## config.mk

```make
export PLATFORM = sky130hd
export DESIGN_NAME = render_scheduler
export DESIGN_NICKNAME = d
export VERILOG_FILES = /design/src/rtl/render_pkg.sv /design/src/rtl/box_scanner.sv /design/src/rtl/render_scheduler.sv
export SDC_FILE = /design/constraint.sdc
export NUM_CORES = 1
export LEC_CHECK = 0
export CORE_MARGIN = 2
export CORE_UTILIZATION = 40
export DETAILED_ROUTE_END_ITERATION = 16
export PLACE_DENSITY = 0.66
export SYNTH_ARGS = -nofsm -noshare
export SYNTH_HDL_FRONTEND = slang
export SYNTH_HIERARCHICAL = 1
export SYNTH_SLANG_ARGS = --single-unit
export TNS_END_PERCENT = 5
```

## constraint.sdc

```tcl
create_clock -name clk -period 6.4 [get_ports clk]
set_clock_uncertainty 0.15 [all_clocks]
set_input_delay 0.64 -clock clk [delete_from_list [all_inputs] [get_ports clk]]
set_output_delay 0.64 -clock clk [all_outputs]
set_load 0.01 [all_outputs]
```

## src/rtl/render_pkg.sv

```systemverilog
`default_nettype none
// ============================================================================
//  Module      : render_pkg
//  Description : Shared definitions for the render scheduler: screen limits,
//                coordinate/colour/size widths, FSM state encoding and the
//                default (black) background colour.
//  Revision    : 1.0 - initial release
// ============================================================================
package render_pkg;

  localparam int SCREEN_W = 160;  // visible width in pixels
  localparam int SCREEN_H = 120;  // visible height in pixels

  localparam int X_W    = 8;      // pixel X width
  localparam int Y_W    = 7;      // pixel Y width
  localparam int COL_W  = 3;      // RGB colour width
  localparam int SIZE_W = 3;      // square side width

  localparam logic [COL_W-1:0] BG_DEFAULT = 3'b000;

  typedef enum logic [2:0] {
    ST_IDLE      = 3'd0,
    ST_LATCH     = 3'd1,
    ST_ERASE_SEL = 3'd2,
    ST_ERASE_PIX = 3'd3,
    ST_DRAW_SEL  = 3'd4,
    ST_DRAW_PIX  = 3'd5,
    ST_DONE      = 3'd6
  } state_e;

endpackage
`default_nettype wire

```

## src/rtl/box_scanner.sv

```systemverilog
`default_nettype none
// ============================================================================
//  Module      : box_scanner
//  Description : Raster-scans a size x size square starting at (base_x,
//                base_y), one pixel per cycle, row-major with X fastest.
//                Pixels that fall off-screen still take their cycle but are
//                emitted with plot low.
//  Ports       : clk, reset      - clock, async active-high reset
//                start_i         - load base/size/colour, first pixel next cycle
//                base_x_i/y_i    - top-left corner of the box
//                size_i          - side length (must be non-zero on start)
//                colour_i        - colour attached to every pixel
//                pix_x_o/y_o     - registered pixel coordinate
//                pix_colour_o    - registered pixel colour
//                plot_o          - registered write strobe (on-screen pixel)
//                done_o          - high while the last pixel is on the outputs
//  Revision    : 1.0 - initial release
// ============================================================================
module box_scanner #(
  parameter int SCREEN_W = render_pkg::SCREEN_W,
  parameter int SCREEN_H = render_pkg::SCREEN_H
) (
  input  logic                          clk,
  input  logic                          reset,
  input  logic                          start_i,
  input  logic [render_pkg::X_W-1:0]    base_x_i,
  input  logic [render_pkg::Y_W-1:0]    base_y_i,
  input  logic [render_pkg::SIZE_W-1:0] size_i,
  input  logic [render_pkg::COL_W-1:0]  colour_i,
  output logic [render_pkg::X_W-1:0]    pix_x_o,
  output logic [render_pkg::Y_W-1:0]    pix_y_o,
  output logic [render_pkg::COL_W-1:0]  pix_colour_o,
  output logic                          plot_o,
  output logic                          done_o
);
  import render_pkg::*;

  localparam int          SW    = SCREEN_W;
  localparam int          SH    = SCREEN_H;
  localparam logic [X_W:0] X_LIM = SW[X_W:0];
  localparam logic [Y_W:0] Y_LIM = SH[Y_W:0];

  logic              active_q, active_d;
  logic [SIZE_W-1:0] px_q, px_d, py_q, py_d, size_q, size_d;
  logic [X_W-1:0]    bx_q, bx_d;
  logic [Y_W-1:0]    by_q, by_d;
  logic [COL_W-1:0]  colour_q, colour_d;

  logic [X_W-1:0]    pix_x_q;
  logic [Y_W-1:0]    pix_y_q;
  logic [COL_W-1:0]  pix_colour_q;
  logic              plot_q;

  logic              last_pix;
  logic [X_W:0]      sum_x;
  logic [Y_W:0]      sum_y;

  // The pixel currently on the outputs is the final one of the box.
  assign last_pix = active_q && (px_q == size_q - 1'b1) && (py_q == size_q - 1'b1);

  always_comb begin
    active_d = active_q;
    px_d     = px_q;
    py_d     = py_q;
    bx_d     = bx_q;
    by_d     = by_q;
    size_d   = size_q;
    colour_d = colour_q;
    if (start_i) begin
      active_d = 1'b1;
      px_d     = '0;
      py_d     = '0;
      bx_d     = base_x_i;
      by_d     = base_y_i;
      size_d   = size_i;
      colour_d = colour_i;
    end else if (active_q) begin
      if (last_pix) begin
        active_d = 1'b0;
      end else if (px_q == size_q - 1'b1) begin
        px_d = '0;
        py_d = py_q + 1'b1;
      end else begin
        px_d = px_q + 1'b1;
      end
    end
    // One extra bit so coordinates past the right/bottom edge do not wrap.
    sum_x = {1'b0, bx_d} + {{(X_W + 1 - SIZE_W){1'b0}}, px_d};
    sum_y = {1'b0, by_d} + {{(Y_W + 1 - SIZE_W){1'b0}}, py_d};
  end

  always_ff @(posedge clk or posedge reset) begin
    if (reset) begin
      active_q     <= 1'b0;
      px_q         <= '0;
      py_q         <= '0;
      bx_q         <= '0;
      by_q         <= '0;
      size_q       <= '0;
      colour_q     <= '0;
      pix_x_q      <= '0;
      pix_y_q      <= '0;
      pix_colour_q <= '0;
      plot_q       <= 1'b0;
    end else begin
      active_q     <= active_d;
      px_q         <= px_d;
      py_q         <= py_d;
      bx_q         <= bx_d;
      by_q         <= by_d;
      size_q       <= size_d;
      colour_q     <= colour_d;
      pix_x_q      <= sum_x[X_W-1:0];
      pix_y_q      <= sum_y[Y_W-1:0];
      pix_colour_q <= colour_d;
      plot_q       <= active_d && (sum_x < X_LIM) && (sum_y < Y_LIM);
    end
  end

  assign pix_x_o      = pix_x_q;
  assign pix_y_o      = pix_y_q;
  assign pix_colour_o = pix_colour_q;
  assign plot_o       = plot_q;
  assign done_o       = last_pix;

endmodule
`default_nettype wire

```

## src/rtl/render_scheduler.sv

```systemverilog
`default_nettype none
// ============================================================================
//  Module      : render_scheduler
//  Description : Per frame tick, snapshots all object positions, then streams
//                VGA pixel writes in two passes: erase every moved object at
//                its previous box (background colour), then draw every moved
//                or new object at its current box.
//  Ports       : clk, reset          - clock, async active-high reset
//                tick                - one-cycle frame request
//                obj_x/y/size/colour - packed per-object inputs (object 0 =
//                                      player); size 0 disables an object
//                bg_colour           - erase colour
//                vga_x/y/colour,plot - registered pixel write port
//                busy                - frame in progress
//                frame_done          - one-cycle end-of-frame pulse
//  Revision    : 1.0 - initial release
// ============================================================================
module render_scheduler #(
  parameter int N_OBJ    = 4,
  parameter int SCREEN_W = render_pkg::SCREEN_W,
  parameter int SCREEN_H = render_pkg::SCREEN_H
) (
  input  logic                                clk,
  input  logic                                reset,
  input  logic                                tick,
  input  logic [render_pkg::X_W*N_OBJ-1:0]    obj_x,
  input  logic [render_pkg::Y_W*N_OBJ-1:0]    obj_y,
  input  logic [render_pkg::SIZE_W*N_OBJ-1:0] obj_size,
  input  logic [render_pkg::COL_W*N_OBJ-1:0]  obj_colour,
  input  logic [render_pkg::COL_W-1:0]        bg_colour,
  output logic [render_pkg::X_W-1:0]          vga_x,
  output logic [render_pkg::Y_W-1:0]          vga_y,
  output logic [render_pkg::COL_W-1:0]        vga_colour,
  output logic                                plot,
  output logic                                busy,
  output logic                                frame_done
);
  import render_pkg::*;

  localparam int               IDX_W    = (N_OBJ > 1) ? $clog2(N_OBJ) : 1;
  localparam logic [IDX_W-1:0] LAST_IDX = IDX_W'(N_OBJ - 1);

  state_e            state_q, state_d;
  logic [IDX_W-1:0]  idx_q;
  logic              pending_q;
  logic              busy_q;
  logic              frame_done_q;
  logic [N_OBJ-1:0]  prev_valid_q;

  // Snapshot of the current frame and record of what is on screen now.
  logic [X_W-1:0]    cur_x_q      [N_OBJ];
  logic [Y_W-1:0]    cur_y_q      [N_OBJ];
  logic [SIZE_W-1:0] cur_size_q   [N_OBJ];
  logic [COL_W-1:0]  cur_colour_q [N_OBJ];
  logic [COL_W-1:0]  cur_bg_q;
  logic [X_W-1:0]    prev_x_q     [N_OBJ];
  logic [Y_W-1:0]    prev_y_q     [N_OBJ];
  logic [SIZE_W-1:0] prev_size_q  [N_OBJ];

  logic              changed;
  logic              erase_need;
  logic              draw_need;
  logic              is_last;
  logic              scan_start;
  logic              scan_done;
  logic              erase_pass;
  logic [X_W-1:0]    scan_x;
  logic [Y_W-1:0]    scan_y;
  logic [SIZE_W-1:0] scan_size;
  logic [COL_W-1:0]  scan_colour;

  always_comb begin
    changed    = (cur_x_q[idx_q]    != prev_x_q[idx_q])  ||
                 (cur_y_q[idx_q]    != prev_y_q[idx_q])  ||
                 (cur_size_q[idx_q] != prev_size_q[idx_q]);
    // Colour is deliberately excluded from 'changed': recolouring alone
    // does not trigger a redraw.
    erase_need = prev_valid_q[idx_q] && (prev_size_q[idx_q] != '0) && changed;
    draw_need  = (cur_size_q[idx_q] != '0) && (!prev_valid_q[idx_q] || changed);
    is_last    = (idx_q == LAST_IDX);
    erase_pass = (state_q == ST_ERASE_SEL);
    scan_start = (erase_pass && erase_need) ||
                 ((state_q == ST_DRAW_SEL) && draw_need);
    scan_x      = erase_pass ? prev_x_q[idx_q]    : cur_x_q[idx_q];
    scan_y      = erase_pass ? prev_y_q[idx_q]    : cur_y_q[idx_q];
    scan_size   = erase_pass ? prev_size_q[idx_q] : cur_size_q[idx_q];
    scan_colour = erase_pass ? cur_bg_q           : cur_colour_q[idx_q];
  end

  always_comb begin
    state_d = state_q;
    case (state_q)
      ST_IDLE:      if (tick || pending_q) state_d = ST_LATCH;
      ST_LATCH:     state_d = ST_ERASE_SEL;
      ST_ERASE_SEL: begin
        if (erase_need)   state_d = ST_ERASE_PIX;
        else if (is_last) state_d = ST_DRAW_SEL;
      end
      // The last pixel of an object hands straight to the next object's
      // select cycle (or the draw pass), so no idle cycle is inserted.
      ST_ERASE_PIX: if (scan_done) state_d = is_last ? ST_DRAW_SEL : ST_ERASE_SEL;
      ST_DRAW_SEL: begin
        if (draw_need)    state_d = ST_DRAW_PIX;
        else if (is_last) state_d = ST_DONE;
      end
      ST_DRAW_PIX:  if (scan_done) state_d = is_last ? ST_DONE : ST_DRAW_SEL;
      ST_DONE:      state_d = (pending_q || tick) ? ST_LATCH : ST_IDLE;
      default:      state_d = ST_IDLE;
    endcase
  end

  always_ff @(posedge clk or posedge reset) begin
    if (reset) begin
      state_q      <= ST_IDLE;
      idx_q        <= '0;
      pending_q    <= 1'b0;
      busy_q       <= 1'b0;
      frame_done_q <= 1'b0;
      prev_valid_q <= '0;
      cur_bg_q     <= '0;
      for (int k = 0; k < N_OBJ; k++) begin
        cur_x_q[k]      <= '0;
        cur_y_q[k]      <= '0;
        cur_size_q[k]   <= '0;
        cur_colour_q[k] <= '0;
        prev_x_q[k]     <= '0;
        prev_y_q[k]     <= '0;
        prev_size_q[k]  <= '0;
      end
    end else begin
      state_q      <= state_d;
      busy_q       <= (state_d != ST_IDLE);
      frame_done_q <= (state_d == ST_DONE);

      // Ticks seen in IDLE/DONE start a frame directly; any tick while a
      // frame is running is remembered once, extra ones are dropped.
      if ((state_q == ST_IDLE) || (state_q == ST_DONE)) pending_q <= 1'b0;
      else if (tick)                                    pending_q <= 1'b1;

      case (state_q)
        ST_LATCH: begin
          idx_q    <= '0;
          cur_bg_q <= bg_colour;
          for (int k = 0; k < N_OBJ; k++) begin
            cur_x_q[k]      <= obj_x[X_W*k +: X_W];
            cur_y_q[k]      <= obj_y[Y_W*k +: Y_W];
            cur_size_q[k]   <= obj_size[SIZE_W*k +: SIZE_W];
            cur_colour_q[k] <= obj_colour[COL_W*k +: COL_W];
          end
        end
        ST_ERASE_SEL: begin
          if (!erase_need) idx_q <= is_last ? '0 : idx_q + 1'b1;
        end
        ST_ERASE_PIX: begin
          if (scan_done) idx_q <= is_last ? '0 : idx_q + 1'b1;
        end
        ST_DRAW_SEL, ST_DRAW_PIX: begin
          // Object finished (skipped or fully drawn): record it as on-screen.
          if (((state_q == ST_DRAW_SEL) && !draw_need) ||
              ((state_q == ST_DRAW_PIX) && scan_done)) begin
            prev_x_q[idx_q]     <= cur_x_q[idx_q];
            prev_y_q[idx_q]     <= cur_y_q[idx_q];
            prev_size_q[idx_q]  <= cur_size_q[idx_q];
            prev_valid_q[idx_q] <= 1'b1;
            idx_q               <= is_last ? '0 : idx_q + 1'b1;
          end
        end
        default: ;
      endcase
    end
  end

  box_scanner #(
    .SCREEN_W (SCREEN_W),
    .SCREEN_H (SCREEN_H)
  ) u_box_scanner (
    .clk          (clk),
    .reset        (reset),
    .start_i      (scan_start),
    .base_x_i     (scan_x),
    .base_y_i     (scan_y),
    .size_i       (scan_size),
    .colour_i     (scan_colour),
    .pix_x_o      (vga_x),
    .pix_y_o      (vga_y),
    .pix_colour_o (vga_colour),
    .plot_o       (plot),
    .done_o       (scan_done)
  );

  assign busy       = busy_q;
  assign frame_done = frame_done_q;

endmodule
`default_nettype wire

```

== Yosys cells after proc, flatten, opt, wreduce, memory -nomap -nowiden ==
Index checks and enable logic that the tools add are counted.
Cells by class
  order comparisons: 6
  bitwise gates (word level): 2
  equal/unequal tests: 16
  mux-type cells: 69
  reduce and logical (&&, ||, !) cells: 31
  add/sub/neg operators: 6
Operators with widths (number)
  $mux W3: 25
  $mux W8: 7
  $mux W7: 7
  $bmux W8 S2: 2
  $bwmux W32: 1
  $bmux W7 S2: 2
  $bwmux W28: 1
  $pmux W3 S7: 1
  $bmux W3 S2: 3
  $demux W8 S2: 1
  $demux W7 S2: 1
  $logic_and A1 B1 Y1: 13
  $bwmux W12: 1
  $eq A3 B3 Y1 const B: 4
  $mux W2: 5
  $add A8 B3 Y9: 1
  $lt A9 B8 Y1 const B: 1
  $reduce_bool A3 Y1: 3
  $add A7 B3 Y8: 1
  $lt A8 B7 Y1 const B: 1
  $mux W1: 8
  $ne A8 B8 Y1: 1
  $pmux W2 S4: 1
  $logic_or A1 B1 Y1: 7
  26 further kinds: 32
Word-level totals
  output and inout port bits: 21
  logic and storage cells: 175
  input port bits: 90
  register bits after elaboration: 215

== Depth between registers and ports, before layout ==
Gate-level depths: netlist (run 1).
  depth after elaboration: 16
  depth in mapped cells: 22
  depth with buffers taken out: 15

== By module ==
The synthesis (run 1) kept the hierarchy.
By module, submodules not included
  render_scheduler: cells each 512, sequential area each 4279.1 um^2, area an instance 8252.9 um^2, instances 1
  box_scanner: cells each 177, sequential area each 1101.1 um^2, area an instance 2129.5 um^2, instances 1

== Least setup slack after synthesis (run 1) ==
Ideal clock, no wire load.
  kind: register to register
  start point: register idx_q[1]
  end point: register u_box_scanner.plot_q, in the netlist u_box_scanner/plot_o
  arrival: 4.562 ns
  library setup time: 0.095 ns
  data required time: 6.155 ns
  clock period less this slack: 4.807 ns
  path buffers: 6
  path slack: 1.593 ns
  stages on the path, launching flop included: 21
  path through: dfrtp_1 > clkbuf_1 > buf_1 > mux4_2 > xor2_1 > nor4_1 > nand3_1 > o211a_1 > a2bb2oi_1 > buf_6 > buf_6 > buf_2 > buf_2 > mux2_2 > ha_1 > fa_1 > a21oi_1 > nor2_1 > a21oi_1 > a21oi_1 > nor4b_2
On the way
  word-level cells in the longest chain between the ends: 16
  elaborated cells between the ends (all ways): 49
  classes of those cells: 2 x add/sub; 2 x order compare; 3 x eq/ne; 27 x mux; 1 x bitwise; 14 x reduce/logical
Ends and longest elaborated chain
  start: declaration: line render_scheduler.sv:44  | logic [IDX_W-1:0] idx_q;
  start signal: assignment: line render_scheduler.sv:152  | if (!erase_need) idx_q <= is_last ? '0 : idx_q + 1'b1;
  start signal: assignment: line render_scheduler.sv:155  | if (scan_done) idx_q <= is_last ? '0 : idx_q + 1'b1;
  start signal: assignment: line render_scheduler.sv:165  | idx_q <= is_last ? '0 : idx_q + 1'b1;
  $not A2 Y3 (not written as such)
  $bmux W8 S2 or $bmux W7 S2 (tied branches): line render_scheduler.sv:73, render_scheduler.sv:74
  $mux W8 (not written as such) or $mux W7 (tied branches) (2 in a row): line render_scheduler.sv:73, render_scheduler.sv:74
  $ne A8 B8 Y1 or $ne A7 B7 Y1 (tied branches): line render_scheduler.sv:73, render_scheduler.sv:74
  $logic_or A1 B1 Y1: line render_scheduler.sv:73  | changed = (cur_x_q[idx_q] != prev_x_q[idx_q]) ||
  $logic_or A1 B1 Y1: line render_scheduler.sv:74  | (cur_y_q[idx_q] != prev_y_q[idx_q]) ||
  $logic_or A1 B1 Y1: line render_scheduler.sv:79  | draw_need = (cur_size_q[idx_q] != '0) && (!prev_valid_q[idx_q] || changed);
  $logic_and A1 B1 Y1: line render_scheduler.sv:79
  $logic_and A1 B1 Y1: line render_scheduler.sv:83  | ((state_q == ST_DRAW_SEL) && draw_need);
  $logic_or A1 B1 Y1 (*): line render_scheduler.sv:82  | scan_start = (erase_pass && erase_need) ||
  net scan_start: line render_scheduler.sv:64  | logic scan_start;
  $mux W8 (*): line box_scanner.sv:69  | if (start_i) begin
  net u_box_scanner.bx_d[0]: line box_scanner.sv:45  | logic [X_W-1:0] bx_q, bx_d;
  $add A8 B3 Y9 (*): line box_scanner.sv:88  | sum_x = {1'b0, bx_d} + {{(X_W + 1 - SIZE_W){1'b0}}, px_d};
  $lt A9 B8 Y1 (*): line box_scanner.sv:116  | plot_q <= active_d && (sum_x < X_LIM) && (sum_y < Y_LIM);
  $logic_and A1 B1 Y1 (*) (2 in a row): line box_scanner.sv:116
  end signal: assignment: line box_scanner.sv:116
  end: declaration: line box_scanner.sv:52  | logic plot_q;
Mark *: on every way through the listed nets, which the timed path passes. The rest lies on a longest branch. The select of a mux whose other input is x is not followed.
A chain may end at the register's enable or synchronous reset.

== Final worst setup path (run 1) ==
  start point: register idx_q[0]
  end point: register u_box_scanner.plot_q, in the netlist u_box_scanner/plot_o
The elaborated chain is that of the path after synthesis.

==> impl_metrics.csv, run 1 <==
group,metric,value,unit
worst_setup_path,worstPathRequired,6660,ps
place,port-buffer-count,110,
grt,grt_usage,16.2,%
final_layout,fill_cells,2154,
timing,worst_pin_slew,1040,ps
final_layout,final_nets,904,
worst_setup_path,path_class,"flop to flop",
pwr,p_sw_share,35.5,%
synth,yosysWarnings,6,
pwr,peakVddDrop,0.000237,V
clock_network,clock_sinks,215,
timing,rsz0062_at_grt,"false",
place,placed_area,11800,um2
synth,synth_area_leader_cell,"dfrtp_1",
floorplan,num_rows,58,
floorplan,die_height,165,um
synth,avgSynthCellArea,15.1,um2
timing,period_needed,5480,ps
hold_path,hp-class,"flop to flop",
clock_network,clock_path_buffers,3,
run_status,status,"complete, no violations",
grt,grt_remaining_overflow,0,
synth,ys_seq_area_share,51.8,%
route,ant_nets,0,
pwr,seq_power_share,34.4,%
floorplan,pin_count,111,
final_layout,final_common_cell,"dfrtp_1",
synth,synth.net_count,794,
worst_setup_path,r2r_slack,920,ps
final_layout,drive_gt1_share,35.7,%
floorplan,die_x,165,um
synth,synth-seq-cells,215,
clock_network,insertion_delay,510,ps
synth,syn_area,10400,um2
flow_run,max_cap_viol_count,0,
pwr,p_sw,0.00254,W
timing,hold_viol_final,0,
final_layout,mostFrequentLayoutCells,"dfrtp_1, mux2_2, clkdlybuf4s50_1",
pwr,p_leak,5.46,nW
timing,max_slew_margin,30.6,%
pwr,p_comb_share,46.8,%
synth,ys_async_sr_fraction,100,%
worst_setup_path,cp.arrival,5740,ps
final_layout,multi_input_area,4710,um2
floorplan,start_util,41.0,%
hold_path,holdPathStages,1,
floorplan,core_area,25300,um2
final_layout,areaGrowthSynthToFinish,20.8,%
worst_setup_path,r2r_end,"u_box_scanner/plot_o",
timing,fmax,183,MHz
route,wl_per_cell,18.3,um
clock_network,path_clk_slew,60,ps
worst_setup_path,crit_slowest_cell,"dfrtp_2",
pwr,clkPwrFrac,18.8,%
worst_setup_path,timing.critical_path.cells,"buf_4, mux4_2, xor2_1, nor4_2, nand3_1, nor2_1, a2bb2oi_4, mux2_2, ha_1, fa_1, a21oi_1, a211oi_1, a22oi_1, o31ai_1, nor4b_2",
worst_setup_path,reg2reg_depth,15,
grt,antenna_found_initial,1,
grt,grt_pass1_vias,6382,
grt,grt_max_degree,65,
hold_path,worstHoldStart,"prev_valid_q[3]",
synth,netlist_instances,689,
route,viasPerCell,5.21,
pwr,power.density,570,nW/um2
timing,drv_slew,0,
place,hpwlAfterDp,14500,um
worst_setup_path,path_max_fanout,28,
route,drc_errors,0,
clock_network,root_buffer,"clkbuf_16",
final_layout,n_antenna_cell,0,
clock_network,cts_tree,"built",
worst_setup_path,r2r_start,"idx_q[0]",
clock_network,hold_buffers,0,
synth,synth_top_area_share,51.8,%
clock_network,cts_setup_buffers,0,
place,gp_congestion,0.814,
clock_network,h-tree-depth,1,
route,first_pass_iters,4,
route,drt-total-wl,21000,um
pwr,p_int,0.00462,W
worst_setup_path,worstSetupEndpointType,"flop",
timing,finalSetupViolations,0,
final_layout,fin_area,12500,um2
route,routed-via-count,5973,
pwr,total_power,0.00716,W
worst_setup_path,cp_slowest_stage_delay,940,ps
clock_network,cts_resized,0,
timing,setup_tns,0,ps
synth,synth_cell_type_count,60,
grt,grt_pass1_wl,34800,um
final_layout,ff_latch_area,5380,um2
synth,ys.flop_type,"dfrtp_1",
synth,synth_edf_count,0,
worst_setup_path,startpoint_type,"flop",
clock_network,numCtsBuffers,25,
hold_path,holdPathEnd,"prev_valid_q[3]",
route,initialDrtViolationCount,509,
floorplan,dieArea,27300,um2
synth,synthTopCellsByArea,"dfrtp_1, mux2_2, mux4_2",
timing,post-route-period-util,85.6,%
## sequential cells by signal, indices dropped and copies added, names as in the netlist, 4 cells and up
register	count
u_box_scanner/pix_y_o	7
prev_valid_q	4
u_box_scanner/bx_q	8
u_box_scanner/by_q	7
cur_y_q	28
u_box_scanner/pix_x_o	8
cur_size_q	12
prev_size_q	12
prev_y_q	28
cur_x_q	32
prev_x_q	32
cur_colour_q	12
## how the worst max path moves through the flow
| stage | startpoint | depth (start not counted) | end |
|---|---|---|---|
| CTS | idx_q[0] | 15 | u_box_scanner/plot_o |
| detailed placement | idx_q[0] | 15 | u_box_scanner/plot_o |
| global route | idx_q[0] | 15 | u_box_scanner/plot_o |
| global placement | idx_q[0] | 15 | u_box_scanner/plot_o |
| finish | idx_q[0] | 15 | u_box_scanner/plot_o |
| floorplan | reset | 1 | busy |
## area by class of cell
class / count / share of cell area (%)
clock inverter: 8 / 0.578
multi-input combinational: 418 / 37.6
clock buffer: 36 / 5.64
timing repair buffer: 121 / 9.44
inverter: 18 / 0.578
tap: 330 / 3.29
sequential: 215 / 42.9
## power by group through the flow
stage          Combinational (W)  Sequential [W]  Clock, W
3_5_place_dp             0.00336         0.00249         0
3_3_place_gp             0.00333         0.00247         0
4_1_cts                  0.00339         0.00247   0.00138
6_report                 0.00335         0.00246   0.00134
5_1_grt                  0.00368         0.00256   0.00144
2_1_floorplan            0.00264         0.00229         0
## through the flow
step           utilization (%)  setup WS (ps)  instances  hold slack [ps]
2_1_floorplan                -            978        689              279
3_3_place_gp              46.5            974       1102              298
3_5_place_dp              46.5            886       1102              322
4_1_cts                   49.5            874       1146              339
5_1_grt                   49.5            525       1146              345
6_report                  49.5            922       1146              338
## cells by family after synthesis
family	after synthesis	share of synthesized area (%)
flip-flops	215	51.8
AND/OR/NAND/NOR	80	4.77
XOR/XNOR	37	3.19
multiplexers	241	32.1
AO/OA/AOI/OAI	45	3.09
buffers and inverters	56	3.05
adder cells (fa/ha/maj)	15	1.95
## cells in the mapped netlist, types with 5 or more instances
cell type and n:
buf_1 5, mux2i_1 7, buf_6 11, dfrtp_1 215
xnor2_1 12, mux2_2 139, mux2_4 45, nor2b_1 8
buf_2 5, nor2_1 12, mux4_2 40, nand3_1 11
a21oi_1 9, nand2b_1 8, xor2_1 24, mux2_1 9
o21ai_0 8, clkbuf_1 15, ha_1 13, nand2_1 13
nor3_1 6, inv_1 17
## routing by layer
metal | vias up | part of all wire (%) | routed length [um] | track usage, %
li1 | 2736 | - | - | -
met1 | 3074 | 47 | 9840 | 22.9
met2 | 136 | 47 | 9870 | 26.4
met3 | 27 | 4.4 | 930 | 2.57
met4 | 0 | 1.9 | 389 | 3.72
met5 | - | 0 | 0 | 0
## worst max-delay path, delay by kind of cell (launching register included)
kind | cells | cell delay (ps)
XOR/XNOR | 1 | 190
AND/OR/NAND/NOR | 4 | 1130
multiplexers | 2 | 970
flip-flops | 1 | 940
buffers and inverters | 1 | 370
AO/OA/AOI/OAI | 5 | 970
adder cells (fa/ha/maj) | 2 | 630
Power figures use the tool's default switching activity.
==> inputs of run 2 (changes only) <==
--- a/config.mk
+++ b/config.mk
@@ -5,7 +5,7 @@
 export SDC_FILE = /design/constraint.sdc
 export NUM_CORES = 1
 export LEC_CHECK = 0
-export CORE_MARGIN = 2
+export CORE_MARGIN = 10
 export CORE_UTILIZATION = 40
 export DETAILED_ROUTE_END_ITERATION = 16
 export PLACE_DENSITY = 0.66
==> constraint.sdc (replaced) <==
create_clock -name clk -period 6.9 [get_ports clk]
set_clock_uncertainty 0.15 [all_clocks]
set_input_delay 0.69 -clock clk [delete_from_list [all_inputs] [get_ports clk]]
set_output_delay 0.69 -clock clk [all_outputs]
set_load 0.01 [all_outputs]
==> impl_metrics.csv, run 2 (same netlist as run 1, synthesis figures left out) <==
group,metric,value,unit
clock_network,insertion_delay,520,ps
grt,busiest_layer,"met2",
worst_setup_path,critPathTopFamily,"simple AND/OR/NAND/NOR gates",
final_layout,mostFrequentLayoutCells,"dfrtp_1, mux2_2, clkdlybuf4s50_1",
grt,antenna_found_initial,0,
pwr,power.density,540,nW/um2
place,dp_cells,1101,
clock_network,h-tree-depth,1,
timing,fmax,175,MHz
clock_network,path_clk_slew,60,ps
grt,grtUsageMet1,17.9,%
worst_setup_path,cp.arrival,5970,ps
worst_setup_path,crit_slowest_cell,"dfrtp_2",
route,ant_nets,0,
route,routed-via-count,5957,
clock_network,cts_resized,0,
place,port-buffer-count,110,
timing,period_needed,5730,ps
final_layout,n_antenna_cell,0,
timing,hold_slack,312,ps
worst_setup_path,cp_slowest_stage_delay,900,ps
timing,finalSetupViolations,0,
final_layout,instances_no_fill,1147,
grt,grt_usage,13.0,%
timing,worst_pin_slew,974,ps
route,wl_per_cell,18.9,um
worst_setup_path,crit_buf_inv,2,
grt,grt_remaining_overflow,0,
floorplan,pin_count,111,
clock_network,numCtsBuffers,25,
clock_network,clock_path_buffers,3,
grt,global_route.usage.met3,2.84,%
worst_setup_path,worstSetupEndpointType,"flop",
floorplan,die_height,181,um
route,drc_errors,0,
floorplan,die_x,181,um
final_layout,final_common_cell,"dfrtp_1",
pwr,p_leak,5.54,nW
floorplan,dieArea,32800,um2
run_status,status,"complete, no violations",
timing,drv_slew,0,
floorplan,start_util,41.0,%
hold_path,hp-class,"flop to flop",
worst_setup_path,path_class,"flop to flop",
final_layout,final_nets,903,
worst_setup_path,cp_common_cell,"nand3_1",
route,viasPerCell,5.19,
grt,grt_pass1_vias,6522,
clock_network,clock_sinks,215,
final_layout,top_regs,"cur_x_q (32), prev_x_q (32)",
clock_network,cts_setup_buffers,0,
timing,hold_viol_final,0,
timing,max_slew_margin,35.0,%
worst_setup_path,path_max_fanout,31,
final_layout,fin_area,12700,um2
route,first_pass_iters,4,
pwr,peakVddDrop,0.000232,V
clock_network,hold_buffers,0,
grt,use_met2,20.6,%
clock_network,cts_tree,"built",
route,drt-total-wl,21600,um
worst_setup_path,startpoint_type,"flop",
final_layout,drive_gt1_share,36.4,%
worst_setup_path,worstPathRequired,7140,ps
clock_network,root_buffer,"clkbuf_16",
worst_setup_path,timing.critical_path.cells,"buf_4, mux4_2, xor2_1, nor4_1, nand3_1, nor2_1, a2bb2oi_4, buf_4, mux2_2, ha_1, nand3_1, a22oi_1, nand3_1, o31ai_1, nor4b_2",
final_layout,areaGrowthSynthToFinish,22.3,%
timing,setup_tns,0,ps
flow_run,max_cap_viol_count,0,
place,gp_congestion,0.810,
place,placed_area,11800,um2
grt,grt_pass1_wl,35600,um
floorplan,num_rows,58,
place,hpwlAfterDp,14900,um
timing,post-route-period-util,83.0,%
grt,grt_max_degree,107,
timing,rsz0062_at_grt,"false",
floorplan,core_area,25300,um2
route,initialDrtViolationCount,371,
-- run 2: cell type report --
class	instances	area (um2)
clock buffers	31	688
flip-flops and latches	215	5380
well taps	330	413
repair buffers	120	1180
fillers	2110	12600
clock inverters	15	256
inverters	18	72.6
multi-input cells	418	4710
-- run 2: worst register-to-register path, stage by stage (launching register included) --
cell,delay [ps]
dfrtp_2,900
buf_4,420
mux4_2,630
xor2_1,190
nor4_1,380
nand3_1,210
nor2_1,430
a2bb2oi_4,320
buf_4,300
mux2_2,320
ha_1,280
nand3_1,100
a22oi_1,380
nand3_1,180
o31ai_1,330
nor4b_2,80
-- run 2: power breakdown --
group / internal [W] / switching, W / total [W]
sequential: 0.00188 / 0.000391 / 0.00227
clock: 0.000968 / 0.000518 / 0.00149
combinational: 0.00165 / 0.00145 / 0.00311
-- run 2: worst paths after layout --
kind,from,end,slack (ps),cells past startpoint
max,idx_q[0],u_box_scanner/plot_o,1170,15
max reg2reg,idx_q[0],u_box_scanner/plot_o,1170,15
min reg2reg,prev_valid_q[1],prev_valid_q[1],310,1
min,prev_valid_q[1],prev_valid_q[1],310,1
max in group asynchronous,reset,prev_x_q[11],4490,3
min in group asynchronous,reset,u_box_scanner/pix_y_o[1],630,3
-- run 2: through the flow --
stage	utilization [%]	total power [W]	worst slack [ps]
final	50.2	0.00686	1170
after global placement	46.4	0.00538	1320
after CTS	50.2	0.00694	1150
after detailed placement	46.4	0.00542	1150
after floorplan	-	0.00457	1430
after global routing	50.2	0.00733	645
-- run 2: metal layers --
metal,part of all wire (%),up-vias
met5,0,-
met4,1.5,0
met3,4.6,31
met2,46,120
met1,48,3066
li1,-,2740
